===== src/rtl/reg_enable_sequencer_pkg.sv =====
// ---------------------------------------------------------------------------
// reg_seq_pkg
// Shared definitions for the register write-enable sequencer:
//   - state_t      : sequencer FSM states (IDLE, DRIVE)
//   - ST_IDLE/ST_DRIVE : the same encodings as plain logic constants, used for
//                    the state register itself
//   - RST_*        : reset values of the single-bit registered outputs
// No ports (package).
// ---------------------------------------------------------------------------
package reg_seq_pkg;

    typedef enum logic [0:0] {
        IDLE  = 1'b0,
        DRIVE = 1'b1
    } state_t;

    localparam logic [0:0] ST_IDLE  = IDLE;
    localparam logic [0:0] ST_DRIVE = DRIVE;

    localparam logic RST_BUSY = 1'b0;
    localparam logic RST_ERR  = 1'b0;

endpackage : reg_seq_pkg


===== src/rtl/reg_enable_sequencer_if.sv =====
// ---------------------------------------------------------------------------
// reg_enable_sequencer_if
// Bundles the request handshake and the register-file side outputs of the
// sequencer.
//   req_valid  : request present                       (master -> slave)
//   req_num    : register number, unsigned             (master -> slave)
//   req_ready  : sequencer can accept this cycle       (slave -> master)
//   reg_enable : registered one-hot write enable       (slave -> master)
//   busy       : sequencer is driving an enable        (slave -> master)
//   err        : one-cycle out-of-range pulse          (slave -> master)
//   err_count  : saturating out-of-range count         (slave -> master)
// Modports: master (decode side / bench), slave (sequencer).
// ---------------------------------------------------------------------------
interface reg_enable_sequencer_if
    import reg_seq_pkg::*;
#(
    parameter int NUM_REGS = 8,
    parameter int NUM_W    = 16,
    parameter int ERR_W    = 8
);
    logic                req_valid;
    logic [NUM_W-1:0]    req_num;
    logic                req_ready;
    logic [NUM_REGS-1:0] reg_enable;
    logic                busy;
    logic                err;
    logic [ERR_W-1:0]    err_count;

    modport master (
        output req_valid,
        output req_num,
        input  req_ready,
        input  reg_enable,
        input  busy,
        input  err,
        input  err_count
    );

    modport slave (
        input  req_valid,
        input  req_num,
        output req_ready,
        output reg_enable,
        output busy,
        output err,
        output err_count
    );
endinterface : reg_enable_sequencer_if


===== src/rtl/reg_enable_sequencer_decoder.sv =====
// ---------------------------------------------------------------------------
// onehot_msb_decoder
// Combinational register-number decoder. Register 0 maps to the MSB of the
// one-hot vector, register NUM_REGS-1 to bit 0.
//   num      in  NUM_W     : register number, unsigned
//   onehot   out NUM_REGS  : one-hot enable, all zero when out of range
//   in_range out 1         : num < NUM_REGS over the full NUM_W bits
// ---------------------------------------------------------------------------
module onehot_msb_decoder
    import reg_seq_pkg::*;
#(
    parameter int NUM_REGS = 8,
    parameter int NUM_W    = 16
) (
    input  logic [NUM_W-1:0]    num,
    output logic [NUM_REGS-1:0] onehot,
    output logic                in_range
);
    // NUM_REGS may not fit in NUM_W bits (e.g. 32 registers, 5-bit number),
    // so compare in a width wide enough for both operands.
    localparam int CMP_W = (NUM_W > 32) ? NUM_W : 32;

    logic [CMP_W-1:0] num_ext;

    assign num_ext  = CMP_W'(num);
    assign in_range = (num_ext < CMP_W'(NUM_REGS));

    // Each bit matches exactly one register index, so an out-of-range number
    // (including one with stray upper bits) yields all zeros naturally.
    for (genvar gi = 0; gi < NUM_REGS; gi++) begin : g_bit
        assign onehot[NUM_REGS-1-gi] = (num_ext == CMP_W'(gi));
    end
endmodule : onehot_msb_decoder


===== src/rtl/reg_enable_sequencer.sv =====
// ---------------------------------------------------------------------------
// reg_enable_sequencer
// Accepts a register number over a valid/ready handshake and drives a
// registered one-hot write enable for HOLD_CYCLES cycles. Out-of-range
// numbers produce a one-cycle err pulse and bump a saturating counter.
//   clk  in  : clock, rising edge
//   rst  in  : synchronous active-high reset
//   bus  slave modport of reg_enable_sequencer_if:
//        req_valid/req_num in, req_ready (combinational, state only),
//        reg_enable/busy/err/err_count (all registered) out
// ---------------------------------------------------------------------------
module reg_enable_sequencer
    import reg_seq_pkg::*;
#(
    parameter int NUM_REGS    = 8,
    parameter int NUM_W       = 16,
    parameter int HOLD_CYCLES = 1,
    parameter int ERR_W       = 8
) (
    input  logic                         clk,
    input  logic                         rst,
    reg_enable_sequencer_if.slave        bus
);
    // One spare bit keeps the counter at least 1 bit wide when HOLD_CYCLES=1.
    localparam int              HC_W      = $clog2(HOLD_CYCLES) + 1;
    localparam logic [HC_W-1:0] HOLD_LAST = HC_W'(HOLD_CYCLES - 1);

    logic [0:0]          state_reg,  state_next;
    logic [HC_W-1:0]     hold_cnt_reg, hold_cnt_next;
    logic [NUM_REGS-1:0] enable_reg, enable_next;
    logic                busy_reg,   busy_next;
    logic                err_reg,    err_next;
    logic [ERR_W-1:0]    err_cnt_reg, err_cnt_next;

    logic [NUM_REGS-1:0] dec_onehot;
    logic                dec_in_range;
    logic                last_cycle;
    logic                ready;
    logic                accept;

    onehot_msb_decoder #(
        .NUM_REGS (NUM_REGS),
        .NUM_W    (NUM_W)
    ) u_dec (
        .num      (bus.req_num),
        .onehot   (dec_onehot),
        .in_range (dec_in_range)
    );

    assign last_cycle = (hold_cnt_reg == HOLD_LAST);
    assign ready      = (state_reg == ST_IDLE) ||
                        ((state_reg == ST_DRIVE) && last_cycle);
    assign accept     = bus.req_valid && ready;

    always_comb begin
        state_next    = state_reg;
        hold_cnt_next = hold_cnt_reg;
        enable_next   = enable_reg;
        err_next      = 1'b0;
        err_cnt_next  = err_cnt_reg;

        if (accept) begin
            // Same handling from IDLE and from the last DRIVE cycle, which
            // gives back-to-back enables with no zero gap.
            hold_cnt_next = '0;
            if (dec_in_range) begin
                state_next  = ST_DRIVE;
                enable_next = dec_onehot;
            end else begin
                state_next  = ST_IDLE;
                enable_next = '0;
                err_next    = 1'b1;
                if (err_cnt_reg != {ERR_W{1'b1}}) begin
                    err_cnt_next = err_cnt_reg + ERR_W'(1);
                end
            end
        end else if (state_reg == ST_DRIVE) begin
            if (last_cycle) begin
                state_next    = ST_IDLE;
                enable_next   = '0;
                hold_cnt_next = '0;
            end else begin
                hold_cnt_next = hold_cnt_reg + HC_W'(1);
            end
        end

        // busy is registered alongside the enable so it matches it exactly.
        busy_next = (state_next == ST_DRIVE);
    end

    always_ff @(posedge clk) begin
        if (rst) begin
            state_reg    <= ST_IDLE;
            hold_cnt_reg <= '0;
            enable_reg   <= '0;
            busy_reg     <= RST_BUSY;
            err_reg      <= RST_ERR;
            err_cnt_reg  <= '0;
        end else begin
            state_reg    <= state_next;
            hold_cnt_reg <= hold_cnt_next;
            enable_reg   <= enable_next;
            busy_reg     <= busy_next;
            err_reg      <= err_next;
            err_cnt_reg  <= err_cnt_next;
        end
    end

    assign bus.req_ready  = ready;
    assign bus.reg_enable = enable_reg;
    assign bus.busy       = busy_reg;
    assign bus.err        = err_reg;
    assign bus.err_count  = err_cnt_reg;
endmodule : reg_enable_sequencer


===== src/flat_wrapper.sv =====
// flat-port wrapper written by rule: the top's interface ports become plain ports
module reg_enable_sequencer_flat import reg_seq_pkg::*;
#(
    parameter int NUM_REGS    = 8,
    parameter int NUM_W       = 16,
    parameter int HOLD_CYCLES = 1,
    parameter int ERR_W       = 8
)
  (clk, rst, bus_req_valid, bus_req_num, bus_req_ready, bus_reg_enable, bus_busy, bus_err, bus_err_count);
  reg_enable_sequencer_if #(.NUM_REGS(NUM_REGS), .NUM_W(NUM_W), .ERR_W(ERR_W)) bus_i ();
  input  logic clk;
  input  logic rst;
  input wire logic [$bits(bus_i.req_valid)-1:0] bus_req_valid;
  input wire logic [$bits(bus_i.req_num)-1:0] bus_req_num;
  output wire logic [$bits(bus_i.req_ready)-1:0] bus_req_ready;
  output wire logic [$bits(bus_i.reg_enable)-1:0] bus_reg_enable;
  output wire logic [$bits(bus_i.busy)-1:0] bus_busy;
  output wire logic [$bits(bus_i.err)-1:0] bus_err;
  output wire logic [$bits(bus_i.err_count)-1:0] bus_err_count;
  assign bus_i.req_valid = bus_req_valid;
  assign bus_i.req_num = bus_req_num;
  assign bus_req_ready = bus_i.req_ready;
  assign bus_reg_enable = bus_i.reg_enable;
  assign bus_busy = bus_i.busy;
  assign bus_err = bus_i.err;
  assign bus_err_count = bus_i.err_count;
  reg_enable_sequencer #(.NUM_REGS(NUM_REGS), .NUM_W(NUM_W), .HOLD_CYCLES(HOLD_CYCLES), .ERR_W(ERR_W)) u_core (.clk(clk), .rst(rst), .bus(bus_i));
endmodule

===== config.mk =====
export PLATFORM = sky130hd
export DESIGN_NAME = reg_enable_sequencer_flat
export DESIGN_NICKNAME = d
export VERILOG_FILES = /design/src/rtl/reg_enable_sequencer_pkg.sv /design/src/rtl/reg_enable_sequencer_if.sv /design/src/rtl/reg_enable_sequencer_decoder.sv /design/src/rtl/reg_enable_sequencer.sv /design/src/flat_wrapper.sv
export SDC_FILE = /design/constraint.sdc
export NUM_CORES = 1
export LEC_CHECK = 0
export BUFFER_PORTS_ARGS = -buffer_cell sky130_fd_sc_hd__buf_4
export CAP_MARGIN = 20
export CORE_ASPECT_RATIO = 0.8
export CORE_MARGIN = 2
export CORE_UTILIZATION = 50
export DETAILED_ROUTE_END_ITERATION = 16
export PLACE_DENSITY = 0.88
export SLEW_MARGIN = 5
export SYNTH_ARGS = -nofsm -noshare
export SYNTH_HDL_FRONTEND = slang
export SYNTH_HIERARCHICAL = 1
export SYNTH_SLANG_ARGS = --single-unit

===== constraint.sdc =====
create_clock -name clk -period 3.6 [get_ports clk]
set_input_delay 0.54 -clock clk [delete_from_list [all_inputs] [get_ports clk]]
set_output_delay 0.54 -clock clk [all_outputs]
set_load 0.02 [all_outputs]

======== After elaboration in Yosys (flattened, before gate mapping) ========
Cells that the tools add are included.
word-level totals
  bits in registers ....................... 19
  input port bits ......................... 19
  word-level logic and storage cells ...... 40
  output and inout port bits .............. 19
operators by class
  magnitude comparators ................... 1
  bitwise gates (word level) .............. 4
  reductions and logical operators ........ 9
  mux-type cells .......................... 10
  add/sub/neg operators ................... 2
  eq/ne operators ......................... 9
operator list
  kind                 number
  $eq 16x3->1 const B  4
  $eq 16x2->1 const B  2
  $logic_not 32->1     1
  $mux 8               4
  $eq 16x1->1 const B  1
  $lt 16x4->1 const B  1
  $add 8x1->8 const B  1
  $ne 8x8->1 const B   1
  $mux 1               6
  $not 1->1            4
  $reduce_or 2->1      2
  $reduce_and 3->1     1
  $logic_and 1x1->1    2
  $ne 2x2->1 const B   1
  $reduce_and 2->1     1
  $reduce_bool 2->1    1
  $add 1x1->1 const B  1
  $logic_or 1x1->1     1

======== Longest topological paths before layout ========
  depth in word-level cells ............... 6
  mapped depth ............................ 6
  mapped depth without buffers ............ 5

======== Cells and area by module ========
The synthesis kept the hierarchy.
by module, submodules not included
  module                cells an instance  sequential area each (um^2)  area each (um^2)  times used
  reg_enable_sequencer  72                 360.3                        767.0             1
  onehot_msb_decoder    23                 0.0                          242.7             1

======== Least setup slack after synthesis ========
OpenSTA, ideal clock, no wires.
  path type ............................... input -> register
  from .................................... in bus_req_num[7]
  to ...................................... reg u_core.err_cnt_reg[7], in the netlist u_core/bus.err_count[7]
  data arrival time ....................... 2.201 ns
  cell stages on the path ................. 6
  setup time .............................. 0.079 ns
  path slack .............................. 1.320 ns
  cells stage by stage .................... or4_4 buf_6 nor4_2 and4b_1 and4b_1 a211oi_2
on the way
  word-level cells in the longest chain between the ends .. 3
RTL lines
  element                            line                                text
  from (decl)                        flat_wrapper.sv:14                  input wire logic [$bits(bus_i.req_num)-1:0] bus_req_num;
  $lt 16x4->1                        reg_enable_sequencer_decoder.sv:26  assign in_range = (num_ext < CMP_W'(NUM_REGS));
  named net u_core.dec_in_range      reg_enable_sequencer.sv:36          logic dec_in_range;
  $not 1->1 (no source line)         n/a
  $reduce_and 3->1 (no source line)  n/a
  to (signal assigned)               reg_enable_sequencer.sv:105         err_cnt_reg <= err_cnt_next;
  to (decl)                          reg_enable_sequencer.sv:33          logic [ERR_W-1:0] err_cnt_reg, err_cnt_next;
The timed path passes the listed nets, and every way through them passes these cells.
A chain may end at the register's enable or synchronous reset.

======== Final worst setup path ========
  from .................................... in bus_req_num[14]
  to ...................................... reg u_core.err_cnt_reg[7], in the netlist u_core/bus.err_count[7]
The elaborated chain is that of the path after synthesis.

==> summary.md <==
| Metric | Value |
|---|---|
| Initial antenna violation count | 0 |
| Area grow syn2layout | 28.5% |
| Commonest non-fill, non-tap cell in the layout | buf_4 |
| Reg clk slew, reported paths | 0.10 ns |
| CP cell instances | buf_4, or4_1, nor4_2, and4b_1, and4b_1, a211oi_2 |
| Power share of the clock group | 33.1% |
| PwrDens | 291 mW/mm^2 |
| Register area share after synthesis | 35.7% |
| Hold Crit Depth | 1 |
| Arrival time at the worst endpoint | 2.59 ns |
| Slew HR | 64.9% |
| First-pass GRT wire length | 3.71 mm |
| GP Congestion | 0.842 |
| Final wirelength | 2.26 mm |
| Bufs on Longest Clock Path | 2 |
| Mapped cell area | 0.00101 sq mm |
| Peak Freq | 424 MHz |
| Warnings from Yosys | 6 |
| Max Cap Violations | 0 |
| Synth area leaders | dfxtp_1 (36%), nor4_2 (11%), a22o_1 (6.9%), or4bb_1 (3.3%), and4b_1 (3.0%) |
| Die area | 0.00240 sq mm |
| Leakage Power | 0.496 nW |
| I/O Pins | 38 |
| CP Data Required Time | 3.83 ns |
| Pin slew with the least headroom to its limit | 0.523 ns |
| Skew-Pair Late Insertion Delay | 0.30 ns |
| Reg2reg start | u_core/bus.err_count[0]$_SDFFE_PP0P_ |
| Syn Area/Cell | 10.6 sq um |
| Wirelength per Cell | 14.9 um |
| Seq pwr share | 54.3% |
| R2R cell count | 4 |
| Die Wd | 54.2 um |
| Initial Util | 53.4% |
| TritonCTS clock tree | done |
| CP max stage delay | 0.76 ns |
| CTS resizes | 0 |
| R2R Path End | u_core/bus.err_count[0]$_SDFFE_PP0P_ |
| Buffer and inverter count on the worst path | 1 |
| Setup TNS | 0 ns |
| Antenna Cells | 0 |
| Largest net degree at the start of global routing | 15 |
| Setup slack after layout | 1.24 ns |
| Vias per cell | 6.00 |
| Total iterations of the first detailed-routing run | 4 |
| Post-Syn Nets | 115 |
| Switching part of the total | 23.9% |
| CTS root buffer | clkbuf_4 |
| Synth area leader | dfxtp_1 |
| Post-route cell area | 0.00130 sq mm |
| RSZ-0062 raised after global routing | false |
| Setup Crit Path Kind | input pin to flop |
| Gate Count Post-Synth | 95 |
| Final setup viols | 0 |
| CTS H-tree depth | 1 |
| Die Height | 44.2 um |
| Layout Cells excl Fill | 152 |
| Via count | 912 |
| DP Wirelength | 1.68 mm |
| Hold path endpoint | u_core/bus.reg_enable[6]$_SDFFE_PP0P_ |
| Vias in the first global route | 822 |
| Cell internal pwr | 0.288 mW |
| CP top delay family | simple AND/OR/NAND/NOR gates |
| Crit. End Element | flop |
| CP Max Fanout | 9 |
| CORE AREA | 0.00189 sq mm |
| Status | complete, no violations |
| Unique masters post-synth | 38 |
| TritonCTS buffer count | 3 |
| Most frequent cells in the layout | buf_4 (36), dfxtp_1 (18), nor4_2 (9) |
| Hold Crit Start | u_core/bus.reg_enable[6]$_SDFFE_PP0P_ |
| Final count of hold timing violations | 0 |
| Combinational power share | 12.6% |
| CTS Hold Bufs | 0 |
| # DRC | 0 |
| Startpoint Class | input pin |
| Pre-CTS setup slack | 0.958 ns |
| Crit-path most repeated cell | and4b_1 |
| # port buffers | 36 |
| Fin Clk Skew | 0.00623 ns |
| Placed insts | 148 |
| EDFF count, synth | 0 |
| DR iter-0 viols | 10 |
| Post-CTS Setup Inserts | 0 |
| Synthesized flop and latch total | 18 |
| Final period utilization | 65.5% |
| Crit-path slowest cell | or4_1 |
| GRT Overall Usage | 21.5% |
| Worst hold slack | 0.491 ns |
| FFs w/ async S/R, synth | 0% |
| Rows | 14 |
| Tmin final | 2.36 ns |
| Final ANT Viol Nets | 0 |
| Sw Pwr | 0.0903 mW |
| Area of placed instances | 0.00126 sq mm |
| Worst Hold Class | flop to flop |
| Final nets | 149 |
| Top FF cell, synth | dfxtp_1 |
| GRT Residual Overflow | 0 |
| Reg-to-reg slack, setup | 2.09 ns |
| Sink Count | 18 |
| Max-slew violations | 0 |
| Worst vdd ir | 0.233 mV |
| Ratio of cells with drive above 1 in the final layout | 46.1% |
| Synth top area share | 35.7% |
[worst register-to-register path: cells and delay by family, from the launching register on]
family	cells	cell delay (ns)
multiplexers	1	0.34
adder cells (fa/ha/maj)	1	0.25
AND/OR/NAND/NOR	1	0.26
AO/OA/AOI/OAI	1	0.20
flip-flops	1	0.36
[how the worst max path moves through the flow]
stage / startpoint / to / slack (ns) / depth (start not counted)
after floorplan: bus_req_num[7] / u_core/bus.err_count[7]$_SDFFE_PP0P_ / 1.32 / 6
after global placement: bus_req_num[14] / u_core/bus.err_count[7]$_SDFFE_PP0P_ / 1.05 / 6
after detailed placement: bus_req_num[14] / u_core/bus.err_count[7]$_SDFFE_PP0P_ / 0.96 / 6
after CTS: bus_req_num[14] / u_core/bus.err_count[7]$_SDFFE_PP0P_ / 1.27 / 6
after global routing: bus_req_num[14] / u_core/bus.err_count[7]$_SDFFE_PP0P_ / 1.14 / 6
final: bus_req_num[14] / u_core/bus.err_count[7]$_SDFFE_PP0P_ / 1.24 / 6
[power by group through the flow]
stage	sequential, mW	clock, mW	combinational, mW
2_1_floorplan	0.212	0	0.0206
3_3_place_gp	0.209	0	0.0458
3_5_place_dp	0.209	0	0.0476
4_1_cts	0.205	0.131	0.0476
5_1_grt	0.206	0.136	0.0521
6_report	0.205	0.125	0.0477
[layer usage]
metal / up-vias / track usage, % / part of all wire (%)
met5: - / 0 / 0
met4: 0 / 6.00 / 0.93
met3: 2 / 8.11 / 5.1
met2: 19 / 32.3 / 46
met1: 441 / 28.9 / 47
li1: 450 / - / -
[per-stage QoR]
| stage | power [mW] | utilization, % |
|---|---|---|
| 3_3_place_gp | 0.255 | 66.7 |
| 4_1_cts | 0.384 | 68.6 |
| 6_report | 0.378 | 68.6 |
| 2_1_floorplan | 0.233 | - |
| 5_1_grt | 0.394 | 68.6 |
| 3_5_place_dp | 0.257 | 66.7 |
[layout make-up]
cell class,instances,area [sq um]
Fill cell,155,594
Tap cell,24,30.0
Sequential cell,18,360
Clock buffer,4,36.3
Timing Repair Buffer,36,270
Multi-Input combinational cell,70,601
[logic make-up after synthesis]
logic type | count (synthesis) | synth area share (%)
other cells | 1 | 0.371
mux | 2 | 2.11
buf+inv | 7 | 4.83
fa+ha+maj | 1 | 1.24
flops | 18 | 35.7
simple gates | 45 | 38.3
compound gates | 21 | 17.5
[cell usage after synthesis, types with 2 or more instances]
cell      instances
or4_1             3
a21oi_1           4
a211oi_2          2
a22o_1            8
dfxtp_1          18
nand4_1           2
buf_2             3
and4_1            2
a41oi_1           2
or4bb_1           3
or4b_2            3
nand2b_1          4
buf_4             3
nor4_2            9
and4b_1           3
nor3_1            3
nor2_1            2
No activity file was read; power rests on OpenSTA's default activity.
